===== src/rtl/pll_data_separator.sv =====
// Digital PLL data separator: synchronises flux pulses, frames them into bit windows and tracks
// phase. The optional lock detector is built only when PLL_DSEP_LOCK_DETECT_EN is defined.
module pll_data_separator #(
  parameter int unsigned CNT_W          = 8,
  parameter int unsigned DEFAULT_PERIOD = 16,
  parameter int unsigned GAIN_SHIFT     = 2,
  parameter int unsigned LOCK_TOL       = 1,
  parameter int unsigned LOCK_COUNT     = 8
) (
  input  logic                    MASTER_CLK,
  input  logic                    nRESET,
  input  logic                    FD_RDDATA_IN,
  input  logic                    ENABLE,
  input  logic                    MODE,
  input  logic [CNT_W-1:0]        CELL_PERIOD,
  output logic                    SHAPED_DATA,
  output logic                    DWIN,
  output logic                    BIT_VALID,
  output logic                    DATA_BIT,
  output logic signed [CNT_W:0]   PHASE_ERR,
  output logic                    LOCKED
);

  logic                  sync1_q, sync2_q, sync3_q, shaped_q;
  logic [CNT_W-1:0]      period_q, cnt_q, cnt_d, period_ld, center, last_cnt;
  logic                  dwin_q, bv_q, db_q, seen_q, wrap;
  logic signed [CNT_W:0] err_q, err_new;
  logic signed [CNT_W+1:0] prop_raw;

  assign center    = period_q >> 1;
  assign last_cnt  = period_q - CNT_W'(1);
  assign period_ld = (CELL_PERIOD < CNT_W'(4)) ? CNT_W'(4) : CELL_PERIOD;
  assign wrap      = ENABLE && (cnt_q == last_cnt);
  assign err_new   = $signed({1'b0, cnt_q}) - $signed({1'b0, center});
  assign prop_raw  = $signed({2'b00, cnt_q}) + $signed((CNT_W+2)'(1))
                   - $signed((CNT_W+2)'(err_new >>> GAIN_SHIFT));

  always_comb begin
    cnt_d = cnt_q + CNT_W'(1);
    if (!ENABLE || wrap) begin
      cnt_d = '0;
    end else if (shaped_q) begin
      if (!MODE) begin
        cnt_d = center + CNT_W'(1);
      end else if (prop_raw[CNT_W+1]) begin
        cnt_d = '0;
      end else if (prop_raw > $signed({2'b00, last_cnt})) begin
        cnt_d = last_cnt;
      end else begin
        cnt_d = prop_raw[CNT_W-1:0];
      end
    end
  end

  always_ff @(posedge MASTER_CLK or negedge nRESET) begin
    if (!nRESET) begin
      sync1_q  <= 1'b0;
      sync2_q  <= 1'b0;
      sync3_q  <= 1'b0;
      shaped_q <= 1'b0;
      cnt_q    <= '0;
      period_q <= CNT_W'(DEFAULT_PERIOD);
      dwin_q   <= 1'b0;
      bv_q     <= 1'b0;
      db_q     <= 1'b0;
      seen_q   <= 1'b0;
      err_q    <= '0;
    end else begin
      sync1_q  <= FD_RDDATA_IN;
      sync2_q  <= sync1_q;
      sync3_q  <= sync2_q;
      shaped_q <= sync2_q & ~sync3_q;
      cnt_q    <= cnt_d;
      if (!ENABLE) begin
        // Keep the period tracking the input so a restart uses it at once.
        dwin_q   <= 1'b0;
        bv_q     <= 1'b0;
        seen_q   <= 1'b0;
        period_q <= period_ld;
      end else begin
        bv_q <= wrap;
        if (shaped_q) err_q <= err_new;
        if (wrap) begin
          dwin_q   <= ~dwin_q;
          db_q     <= seen_q | shaped_q;
          seen_q   <= 1'b0;
          period_q <= period_ld;
        end else if (shaped_q) begin
          seen_q <= 1'b1;
        end
      end
    end
  end

  assign SHAPED_DATA = shaped_q;
  assign DWIN        = dwin_q;
  assign BIT_VALID   = bv_q;
  assign DATA_BIT    = db_q;
  assign PHASE_ERR   = err_q;

`ifdef PLL_DSEP_LOCK_DETECT_EN
  localparam int unsigned LockW   = $clog2(LOCK_COUNT + 1);
  localparam int          LockTol = int'(LOCK_TOL);

  logic [LockW-1:0] lock_q;
  logic             in_lock;

  assign in_lock = (err_new >= -LockTol) && (err_new <= LockTol);

  always_ff @(posedge MASTER_CLK or negedge nRESET) begin
    if (!nRESET) begin
      lock_q <= '0;
    end else if (!ENABLE) begin
      lock_q <= '0;
    end else if (shaped_q) begin
      if (!in_lock) begin
        lock_q <= '0;
      end else if (lock_q != LockW'(LOCK_COUNT)) begin
        lock_q <= lock_q + LockW'(1);
      end
    end
  end

  assign LOCKED = (lock_q == LockW'(LOCK_COUNT));
`else
  assign LOCKED = 1'b0;
`endif

endmodule


===== config.mk =====
export PLATFORM = sky130hd
export DESIGN_NAME = pll_data_separator
export DESIGN_NICKNAME = d
export VERILOG_FILES = /design/src/rtl/pll_data_separator.sv
export SDC_FILE = /design/constraint.sdc
export NUM_CORES = 1
export LEC_CHECK = 0
export CAP_MARGIN = 20
export CORE_AREA = 2 2 103 55
export CTS_CLUSTER_DIAMETER = 100
export DETAILED_ROUTE_END_ITERATION = 12
export DIE_AREA = 0 0 105 57
export PLACE_DENSITY = 0.9
export SETUP_SLACK_MARGIN = 0.5
export SYNTH_ARGS = -nofsm -noshare
export SYNTH_HDL_FRONTEND = slang
export SYNTH_SLANG_ARGS = --single-unit
export TNS_END_PERCENT = 50

===== constraint.sdc =====
create_clock -name MASTER_CLK -period 12.3 [get_ports MASTER_CLK]
set_input_delay 2.46 -clock MASTER_CLK [delete_from_list [all_inputs] [get_ports MASTER_CLK]]
set_output_delay 2.46 -clock MASTER_CLK [all_outputs]
set_load 0.1 [all_outputs]

==> flow_summary.json, run 1 <==
{
  "fp.dieW_um": 105,
  "setup.worst_path.end_class": "register",
  "ff2ff_path_depth": 22,
  "clock.fmax_mhz": 174.9,
  "synthesis.yosys.warnings": 0,
  "hold_path_class": "register to register",
  "vias_per_cell": 6.261,
  "commonest_cells_after_routing_fill_and_taps_aside": "dfrtp_1 (32), xnor2_1 (29), ha_1 (28)",
  "worst_min_delay_path_endpoint": "sync2_q",
  "filler_cell_count": 425,
  "mostFrequentLayoutCell": "dfrtp_1",
  "fin_skew_ns": 0.007963,
  "detail_route.iter0.violations": 313,
  "firstDrtPassIters": 6,
  "mappedNetlistNets": 362,
  "finalSetupTns_ns": 0,
  "rr_startpoint": "cnt_q[0]",
  "io_pins": 27,
  "antennaDiodeCount": 0,
  "maximum_number_of_pins_on_one_net_before_global_route_repair": 34,
  "worst_slew_pin_slew_ns": 0.9800,
  "final_min_period_over_clock_period_pct": 46.48,
  "grt.overflow.total": 0,
  "number_of_setup_violations_in_the_final_report": 0,
  "cts_htree_levels": 2,
  "clk-insertion-delay-late_ns": 0.29,
  "io_buffers": 25,
  "setup.worst_path.class": "register to register",
  "drive_gt1_share_pct": 8.721,
  "drt.antenna.violating_nets": 0,
  "ff2ff_setup_slack_ns": 6.58,
  "grt_usage_pct": 28.47,
  "root_buffer": "clkbuf_8",
  "grt_antenna_before_repair": 0,
  "layout.nets": 386,
  "cts.repair.resized": 0,
  "tritoncts.num_buffers": 5,
  "postSynth.topFlopCell": "dfrtp_1",
  "rsz0062_at_grt": "false",
  "timing.critical_path.required_ns": 12.46,
  "postSynthAreaPerCell_sq_um": 9.237,
  "clock_tree_from_tritoncts": "done",
  "cap_viol_max_count": 0,
  "post_cts_buffers": 0,
  "final-hold-violation-count": 0,
  "clock_sinks": 33,
  "total_placed_cells_including_tap_cells": 409,
  "post-route-drc-count": 0,
  "vias_in_the_first_global_route": 2513,
  "pwr_total_uw": 721.8,
  "crit-reg2reg-capture": "cnt_q[4]",
  "finalCriticalPeriod_ns": 5.717,
  "route.vias.total": 2611,
  "clkSlewWorstSetupHoldPaths_ns": 0.07,
  "floorplan.initialDensity_pct": 56.86,
  "synthCells": 319,
  "core_area_sq_mm": 0.005182,
  "route.final.wire_length_mm": 8.062,
  "post_synth_num_cell_types": 60,
  "final-instance-count-excl-fill": 417,
  "worst_ep_arrival_time_ns": 5.87,
  "outcome": "finished, final reports clean",
  "post_cts_hold_buffer_count": 0,
  "whs_path_depth": 0,
  "postSynth.asyncResetShare_pct": 100.0,
  "wl_per_cell_um": 19.33,
  "slew_violations": 0,
  "synthesis.area_sq_mm": 0.002947,
  "leakagePower_uw": 0.001472,
  "worst_slew_margin_rel_pct": 34.46,
  "chipHeight_um": 57,
  "cts.path.max_buffers": 2,
  "ys_seq_area_share_pct": 28.07,
  "place.gp.congestion": 0.9690,
  "placement_rows": 19,
  "power-per-cell-area_mw_per_mm2": 218.1,
  "ys_seq_elements": 33,
  "crit_fanout": 11,
  "dp.final_hpwl_mm": 6.339,
  "area_of_the_die_sq_mm": 0.005985,
  "grt_pass1_wl_mm": 12.98,
  "vdd_drop_max_mv": 0.1661,
  "worstHoldStart": "sync1_q",
  "start_kind": "register",
  "synth_edf_count": 0,
  "areaGrowthSynthToFinish_pct": 12.31
}
## per-stage QoR
stage | hold slack [ns] | area [sq um] | utilization [%] | setup WS, ns
3_5_place_dp | 0.3413 | 3227 | 62.26 | 6.723
4_1_cts | 0.3547 | 3309 | 63.86 | 6.676
3_3_place_gp | 0.3325 | 3227 | 62.26 | 6.942
2_1_floorplan | 0.3312 | 2947 | - | 7.565
5_1_grt | 0.3564 | 3309 | 63.86 | 6.229
6_report | 0.3519 | 3309 | 63.86 | 6.583
## per-layer routing
layer,vias to the layer above,global-route usage [%],wire length (um)
li1,1186,-,-
met1,1224,41.82,3636
met2,169,40.91,3239
met3,32,9.600,1050
met4,0,6.286,136
met5,-,0,0
## critical path: stages, from the launching register on
cell and delay [ns]:
dfrtp_1 0.49, inv_1 0.10, ha_1 0.18, inv_1 0.06, fa_1 0.41, a211oi_1 0.34, o21bai_1 0.12, a21oi_1 0.18
xor2_1 0.22, ha_1 0.32, and2_1 0.20, a221oi_1 0.31, a21boi_0 0.18, mux2i_1 0.27, nand2_1 0.09, ha_1 0.31
a211o_1 0.30, a21oi_1 0.12, a31oi_1 0.14, a2111oi_4 0.62, mux2i_1 0.18, a221oi_1 0.33, nor3_1 0.08
## synth_stat cells, types with 2 or more instances
cell type / instances / area share, %
o21a_1: 4 / 1.0
or2b_1: 3 / 0.76
o31a_1: 2 / 0.59
o21ai_4: 2 / 1.1
nand4_1: 2 / 0.42
nor3_1: 10 / 1.7
a21o_1: 2 / 0.51
buf_6: 4 / 1.5
nand2_1: 24 / 3.1
inv_1: 20 / 2.5
a211o_1: 2 / 0.59
and2_1: 2 / 0.42
xnor2_1: 29 / 8.6
nor2b_1: 9 / 1.9
mux2i_1: 9 / 3.1
dfrtp_1: 32 / 27
and3_1: 3 / 0.64
a31oi_1: 3 / 0.64
nand2b_1: 6 / 1.3
o21ai_0: 17 / 2.9
a21oi_1: 13 / 2.2
nand3_1: 9 / 1.5
nor2_1: 16 / 2.0
clkbuf_1: 3 / 0.38
ha_1: 28 / 12
a211oi_1: 5 / 1.3
nor4_1: 2 / 0.42
nand2_2: 2 / 0.42
mux2_2: 7 / 2.7
or2_2: 2 / 0.42
a21boi_0: 2 / 0.51
o211ai_1: 2 / 0.51
and4_1: 3 / 0.89
o22a_1: 2 / 0.59
xor2_1: 7 / 2.1
a221oi_1: 6 / 1.8
fa_1: 2 / 1.4
## where the power goes
part / switching [uW] / internal (uW)
Clock: 42.1 / 39.2
Combinational: 306 / 182
Sequential: 24.7 / 128
## state kept, by name, summed over array words and instances (netlist names)
signal and cells:
PHASE_ERR 9, cnt_q 8, period_q 8, BIT_VALID 1
DATA_BIT 1, DWIN 1, SHAPED_DATA 1, seen_q 1
sync1_q 1, sync2_q 1, sync3_q 1
## area by class of cell
cell class                 instances  area [sq um]  share of cell area [%]
tap                               73         91.34                   2.760
clock buffer                       6         72.57                   2.193
clock inverter                     2         10.01                  0.3025
multi-input combinational        256          1972                   59.58
inverter                          21         78.83                   2.382
timing repair buffer              26         257.7                   7.788
sequential                        33         827.0                   24.99
## worst max-delay path by stage
stage,startpoint,endpoint,depth (start not counted)
finish,cnt_q[0],cnt_q[4],22
global route,cnt_q[0],cnt_q[4],22
CTS,cnt_q[0],cnt_q[4],22
detailed placement,cnt_q[0],cnt_q[4],22
global placement,cnt_q[0],cnt_q[4],22
floorplan,cnt_q[0],cnt_q[0],23
## cells by family after synthesis
| logic type | synth area share [%] |
|---|---|
| compound gates | 18.43 |
| xor+xnor | 10.70 |
| fa+ha+maj | 13.25 |
| buf+inv | 5.010 |
| flops | 28.07 |
| mux | 6.115 |
| other cells | 0.1273 |
| simple gates | 18.30 |
No activity file was read; power rests on OpenSTA's default activity.
==> inputs of run 2 (changes only) <==
--- a/config.mk
+++ b/config.mk
@@ -6,11 +6,11 @@
 export NUM_CORES = 1
 export LEC_CHECK = 0
 export CAP_MARGIN = 20
-export CORE_AREA = 2 2 103 55
+export CORE_AREA = 2 2 109 58
 export CTS_CLUSTER_DIAMETER = 100
 export DETAILED_ROUTE_END_ITERATION = 12
-export DIE_AREA = 0 0 105 57
-export PLACE_DENSITY = 0.9
+export DIE_AREA = 0 0 111 60
+export PLACE_DENSITY = 0.85
 export SETUP_SLACK_MARGIN = 0.5
 export SYNTH_ARGS = -nofsm -noshare
 export SYNTH_HDL_FRONTEND = slang
==> constraint.sdc (replaced) <==
create_clock -name MASTER_CLK -period 5.05 [get_ports MASTER_CLK]
set_input_delay 1.01 -clock MASTER_CLK [delete_from_list [all_inputs] [get_ports MASTER_CLK]]
set_output_delay 1.01 -clock MASTER_CLK [all_outputs]
set_load 0.1 [all_outputs]
==> run 2 against run 1 <==
Compared with the run above:
- global-route usage down 1.3 points
- clock power rose to 3.7 times the previous value
- register-to-register slack worse by 6.3 ns
- worst hold slack improved by 0.0052 ns
- flip-flop and latch count unchanged
- sequential power rose by 130%
- total power rose to 2.9 times the previous value
- critical path depth is 1 higher
- utilization is 0.67 points higher
- die area rose by 11%
- critical endpoint is now cnt_q[3]
==> flow_summary.json, run 2 (same netlist as run 1, synthesis figures left out) <==
{
  "clock_tree_from_tritoncts": "done",
  "power_frac_clock_pct": 14.3,
  "final-instance-count-excl-fill": 444,
  "slew_violations": 0,
  "cts_htree_levels": 2,
  "maximum_number_of_pins_on_one_net_before_global_route_repair": 34,
  "vias_per_cell": 6.020,
  "drt.antenna.violating_nets": 0,
  "cts.path.max_buffers": 2,
  "rsz0062_at_grt": "true",
  "clock_sinks": 33,
  "timing.critical_path.required_ns": 5.19,
  "cap_viol_max_count": 0,
  "place.gp.congestion": 0.9805,
  "worst_ep_arrival_time_ns": 4.95,
  "total_placed_cells_including_tap_cells": 424,
  "io_pins": 27,
  "power.net_switching_uw": 1017,
  "final_min_period_over_clock_period_pct": 95.20,
  "firstDrtPassIters": 5,
  "clkSlewWorstSetupHoldPaths_ns": 0.06,
  "setup.worst_path.end_class": "register",
  "grt_antenna_before_repair": 0,
  "clock.fmax_mhz": 208.0,
  "power-per-cell-area_mw_per_mm2": 568.0,
  "power.share.sequential_pct": 16.9,
  "placement_rows": 20,
  "worstPathCellList": "inv_2, ha_4, inv_2, fa_2, a211oi_2, o21bai_1, a21oi_1, xor2_1, ha_4, buf_6, a221oi_4, nand2_2, xnor2_2, inv_1, ha_1, and4_1, o21ai_0, a31oi_2, a2111oi_4, buf_6, or2b_1, a31oi_2, nor3_1",
  "grt.overflow.total": 0,
  "io_buffers": 25,
  "finalCriticalPeriod_ns": 4.807,
  "final-hold-violation-count": 0,
  "fp.dieW_um": 111,
  "worst_slew_pin_slew_ns": 0.9668,
  "cpLargestDelayFamily": "compound AO/OA/AOI/OAI gates",
  "commonest_cells_after_routing_fill_and_taps_aside": "dfrtp_1 (29), xnor2_1 (25), clkdlybuf4s50_1 (25)",
  "setup.worst_path.class": "register to register",
  "post-route-util_pct": 64.52,
  "route.vias.total": 2673,
  "areaGrowthSynthToFinish_pct": 26.58,
  "cell_internal_pwr_uw": 1101,
  "route.final.wire_length_mm": 8.616,
  "antennaDiodeCount": 0,
  "p_sw_share_pct": 48.02,
  "area_of_the_die_sq_mm": 0.006660,
  "worst_slew_margin_rel_pct": 35.34,
  "dpl_cell_area_sq_mm": 0.003329,
  "vdd_drop_max_mv": 0.4078,
  "chipHeight_um": 60,
  "post-route-cell-area_sq_mm": 0.003730,
  "drive_gt1_share_pct": 22.62,
  "number_of_setup_violations_in_the_final_report": 0,
  "post-route-drc-count": 0,
  "grt_usage_pct": 27.17,
  "mostFrequentLayoutCell": "dfrtp_1",
  "outcome": "finished, final reports clean",
  "pwr_total_uw": 2119,
  "layout.nets": 409,
  "tritoncts.num_buffers": 5,
  "start_kind": "register",
  "dp.final_hpwl_mm": 6.397,
  "vias_in_the_first_global_route": 2464,
  "wl_per_cell_um": 19.41,
  "grt_pass1_wl_mm": 13.48,
  "timing.critical_path.buf_inv": 5,
  "floorplan.initialDensity_pct": 50.97,
  "clk-insertion-delay-late_ns": 0.29,
  "crit_fanout": 5,
  "largest_register_ff_count": 9,
  "slowest_stage": "dfrtp_2",
  "root_buffer": "clkbuf_16",
  "slowest_delay_ns": 0.41,
  "detail_route.iter0.violations": 251,
  "core_area_sq_mm": 0.005781,
  "hold_path_class": "register to register",
  "comb_power_share_pct": 68.8,
  "leakagePower_uw": 0.001640,
  "fin_skew_ns": 0.006424,
  "finalHoldWorstSlack_ns": 0.3571
}
==> run 2: layout make-up <==
cell class | instances | area, sq um
multi-input combinational | 256 | 2143
fill | 456 | 2051
sequential | 33 | 830.8
timing repair buffer | 49 | 435.4
clock buffer | 5 | 125.1
tap | 77 | 96.34
inverter | 21 | 81.33
clock inverter | 3 | 17.52
==> run 2: final timing paths <==
kind                       cells after the start      from     endpoint  slack (ns)
max in group asynchronous                      2    nRESET  period_q[4]        3.58
min                                            0   sync1_q      sync2_q        0.36
max reg2reg                                   23  cnt_q[0]     cnt_q[3]        0.24
min in group asynchronous                      2    nRESET         DWIN        1.13
max                                           23  cnt_q[0]     cnt_q[3]        0.24
min reg2reg                                    0   sync1_q      sync2_q        0.36
==> run 2: power groups by stage <==
stage          registers, uW  clock network [uW]  logic [uW]
2_1_floorplan            562                   0         725
5_1_grt                  362                 319        1570
3_3_place_gp             357                   0        1190
4_1_cts                  355                 305        1360
6_report                 357                 304        1460
3_5_place_dp             360                   0        1220
==> run 2: per-stage QoR <==
step           worst slack [ns]  setup TNS (ns)
4_1_cts                  0.1896               0
6_report                 0.2426               0
3_3_place_gp             0.1356               0
5_1_grt               -0.009421       -0.009421
2_1_floorplan            0.5285               0
3_5_place_dp            0.06122               0
==> run 2: layer usage <==
layer,vias up,track usage (%),wire length (um)
met4,0,4.821,68
met3,6,9.026,1101
met2,138,39.35,3490
met1,1291,39.84,3955
li1,1238,-,-
met5,-,0,0
==> run 2: what timing repair did <==
action                                  4_1_cts  5_1_grt
resized for setup                            19       17
hold buffers                                  0        0
pin swaps                                    19       16
cloned                                        1        0
endpoints found under the setup margin        8        8
setup buffers                                 8        3
==> inputs of run 3 (changes only) <==
--- a/config.mk
+++ b/config.mk
@@ -5,12 +5,12 @@
 export SDC_FILE = /design/constraint.sdc
 export NUM_CORES = 1
 export LEC_CHECK = 0
-export CAP_MARGIN = 20
-export CORE_AREA = 2 2 109 58
+export ABC_AREA = 1
+export CORE_AREA = 2 2 110 59
 export CTS_CLUSTER_DIAMETER = 100
 export DETAILED_ROUTE_END_ITERATION = 12
-export DIE_AREA = 0 0 111 60
-export PLACE_DENSITY = 0.85
+export DIE_AREA = 0 0 112 61
+export PLACE_DENSITY = 0.84
 export SETUP_SLACK_MARGIN = 0.5
 export SYNTH_ARGS = -nofsm -noshare
 export SYNTH_HDL_FRONTEND = slang
==> run 3 against run 2 <==
Compared with the run above:
- register-to-register slack improved by 0.52 ns
- worst hold slack got worse by 0.012 ns
- cell area fell by 6.2%
- utilization down 4.8 points
- flip-flop and latch count is the same
- first-iteration DRC count up 0.80%
- critical path depth rose by 5
- sequential share of layout area rose by 1.4 points
- die area increased by 2.6%
- cell count is 21% higher
- non-clock buffer count shrank 22
- combinational power shrank 19%
==> flow_summary.json, run 3 <==
{
  "maximum_number_of_pins_on_one_net_before_global_route_repair": 34,
  "pwr_total_uw": 1845,
  "synth_compound_area_share_pct": 8.111,
  "dp.final_hpwl_mm": 6.488,
  "total_placed_cells_including_tap_cells": 528,
  "firstDrtPassIters": 5,
  "layout.nets": 502,
  "placement_rows": 20,
  "postSynth.asyncResetShare_pct": 100.0,
  "power_frac_clock_pct": 16.7,
  "clock.fmax_mhz": 233.5,
  "clkSlewWorstSetupHoldPaths_ns": 0.05,
  "ys_seq_elements": 33,
  "mappedNetlistNets": 476,
  "clk-insertion-delay-late_ns": 0.28,
  "mostFrequentLayoutCell": "nand2_1",
  "comb_power_share_pct": 63.8,
  "synth_top_cells_by_count": "nand2_1 (116), inv_1 (69), nand3_1 (45), dfrtp_1 (32), nor2_1 (31)",
  "worst_ep_arrival_time_ns": 4.48,
  "cap_viol_max_count": 0,
  "place.gp.congestion": 1.015,
  "synthCells": 433,
  "worst_slew_margin_rel_pct": 34.58,
  "cts_htree_levels": 2,
  "post_cts_hold_buffer_count": 0,
  "main_combinational_cell_family_by_area_after_synthesis": "simple AND/OR/NAND/NOR gates",
  "power.share.sequential_pct": 19.6,
  "route.final.wire_length_mm": 8.158,
  "wl_per_cell_um": 15.19,
  "detail_route.iter0.violations": 253,
  "finalHoldWorstSlack_ns": 0.3451,
  "drt.antenna.violating_nets": 0,
  "cpMostUsedCell": "nand2_1",
  "chipHeight_um": 61,
  "power-per-cell-area_mw_per_mm2": 527.5,
  "synth_top_cells_by_area": "dfrtp_1 (27%), nand2_1 (14%), ha_1 (12%)",
  "yosys.area.top_type_share_pct": 26.62,
  "synthMuxAreaShare_pct": 0.7488,
  "clock_sinks": 33,
  "fin_skew_ns": 0.004938,
  "slowest_stage": "dfrtp_1",
  "vias_per_cell": 5.276,
  "ys_seq_area_share_pct": 27.50,
  "synthesis.yosys.warnings": 0,
  "finalSetupTns_ns": 0,
  "final_min_period_over_clock_period_pct": 84.80,
  "p_sw_share_pct": 51.75,
  "post_synth_xor_area_fraction_pct": 10.19,
  "cts.path.max_buffers": 2,
  "grt_antenna_before_repair": 0,
  "antennaDiodeCount": 0,
  "drive_gt1_share_pct": 5.217,
  "vias_in_the_first_global_route": 2516,
  "rsz0062_at_grt": "false",
  "largest_register_ff_count": 9,
  "route.vias.total": 2833,
  "finalCriticalPeriod_ns": 4.283,
  "slowest_delay_ns": 0.49,
  "start_kind": "register",
  "area_of_the_die_sq_mm": 0.006832,
  "cell_internal_pwr_uw": 890.0,
  "slew_violations": 0,
  "commonest_cells_after_routing_fill_and_taps_aside": "nand2_1 (115), inv_1 (69), nand3_1 (45)",
  "root_buffer": "clkbuf_16",
  "areaGrowthSynthToFinish_pct": 16.26,
  "floorplan.initialDensity_pct": 51.37,
  "post-route-drc-count": 0,
  "vdd_drop_max_mv": 0.3105,
  "io_pins": 27,
  "io_buffers": 25,
  "tritoncts.num_buffers": 5,
  "synth_most_common_cell": "nand2_1",
  "grt_usage_pct": 25.48,
  "synth_edf_count": 0,
  "final-instance-count-excl-fill": 537,
  "number_of_setup_violations_in_the_final_report": 0,
  "grt_pass1_wl_mm": 13.29,
  "postSynthAreaPerCell_sq_um": 6.947,
  "synthSimpleGateAreaFrac_pct": 29.95,
  "post_synth_num_cell_types": 37,
  "synthesis.area_sq_mm": 0.003008,
  "crit_fanout": 9,
  "timing.critical_path.required_ns": 5.25,
  "outcome": "finished, final reports clean",
  "setup.worst_path.class": "register to register",
  "synth_top_cell_by_area": "dfrtp_1",
  "fp.dieW_um": 112,
  "worst_slew_pin_slew_ns": 0.9782,
  "clock_tree_from_tritoncts": "done",
  "postSynth.topFlopCell": "dfrtp_1",
  "core_area_sq_mm": 0.005856,
  "leakagePower_uw": 0.001900,
  "final-hold-violation-count": 0,
  "grt.overflow.total": 0,
  "power.net_switching_uw": 954.6,
  "yosys.area_share.adder_pct": 12.98,
  "setup.worst_path.end_class": "register",
  "hold_path_class": "register to register"
}
==> run 3: changes by cell type after synthesis, sizes merged, moves of 7 or more <==
cell | previous run | this run
nor2 | 16 | 32
a221oi | 7 | 0
mux2i | 9 | 0
a21oi | 14 | 24
xor2 | 7 | 23
inv | 21 | 70
nand2 | 26 | 118
nor3 | 11 | 2
nor2b | 9 | 0
xnor2 | 29 | 6
nand3 | 9 | 46
==> run 3: power by group through the flow <==
stage	clock network, uW	registers [uW]	logic, uW
3_3_place_gp	0	362	1110
2_1_floorplan	0	567	648
5_1_grt	320	367	1290
3_5_place_dp	0	362	1120
6_report	308	361	1180
4_1_cts	309	360	1130
==> run 3: cell families after synthesis <==
kind of cell | after synthesis
flip-flops | 33
XOR/XNOR | 31
multiplexers | 2
buffers and inverters | 79
other | 1
AO/OA/AOI/OAI | 47
adder cells (fa/ha/maj) | 30
AND/OR/NAND/NOR | 210
==> run 3: layout make-up <==
class                      count  area, sq um
clock buffer                   8        146.4
fill                         562         2359
inverter                      71        266.5
multi-input combinational    321         1894
sequential                    33        828.3
tap                           77        96.34
timing repair buffer          27        265.3
==> run 3: what timing repair did <==
item / CTS / global route
resized for setup: 0 / 6
setup endpoints to repair: 0 / 8
setup buffers: 0 / 1
==> run 3: final timing paths <==
path                          start           to  slack, ns  depth (start not counted)
setup / recovery           cnt_q[0]     cnt_q[6]       0.77                         28
hold / removal              sync1_q      sync2_q       0.35                          0
setup reg to reg           cnt_q[0]     cnt_q[6]       0.77                         28
hold reg to reg             sync1_q      sync2_q       0.35                          0
max in group asynchronous    nRESET  period_q[4]       3.57                          2
min in group asynchronous    nRESET     cnt_q[6]       1.14                          2
==> run 3: per-stage QoR <==
| stage | worst slack [ns] | cell area [sq um] | util (%) |
|---|---|---|---|
| floorplan | 1.312 | 3008 | - |
| global placement | 0.7719 | 3316 | 56.62 |
| detailed placement | 0.6528 | 3316 | 56.62 |
| CTS | 0.6035 | 3462 | 59.12 |
| global route | 0.5030 | 3497 | 59.72 |
| finish | 0.7674 | 3497 | 59.72 |
==> run 3: metal layers <==
layer	vias to the layer above	track usage, %	share of wire (%)
li1	1425	-	-
met1	1279	40.41	53
met2	120	34.72	37
met3	9	6.593	8.8
met4	0	4.181	0.70
met5	-	0	0
==> run 3: worst max-delay path: cells and delay by family (launching register included) <==
family | cells | cell delay (ns)
AND/OR/NAND/NOR | 16 | 1.51
adder cells (fa/ha/maj) | 4 | 1.15
flip-flops | 1 | 0.49
XOR/XNOR | 2 | 0.42
AO/OA/AOI/OAI | 2 | 0.35
buffers and inverters | 4 | 0.27
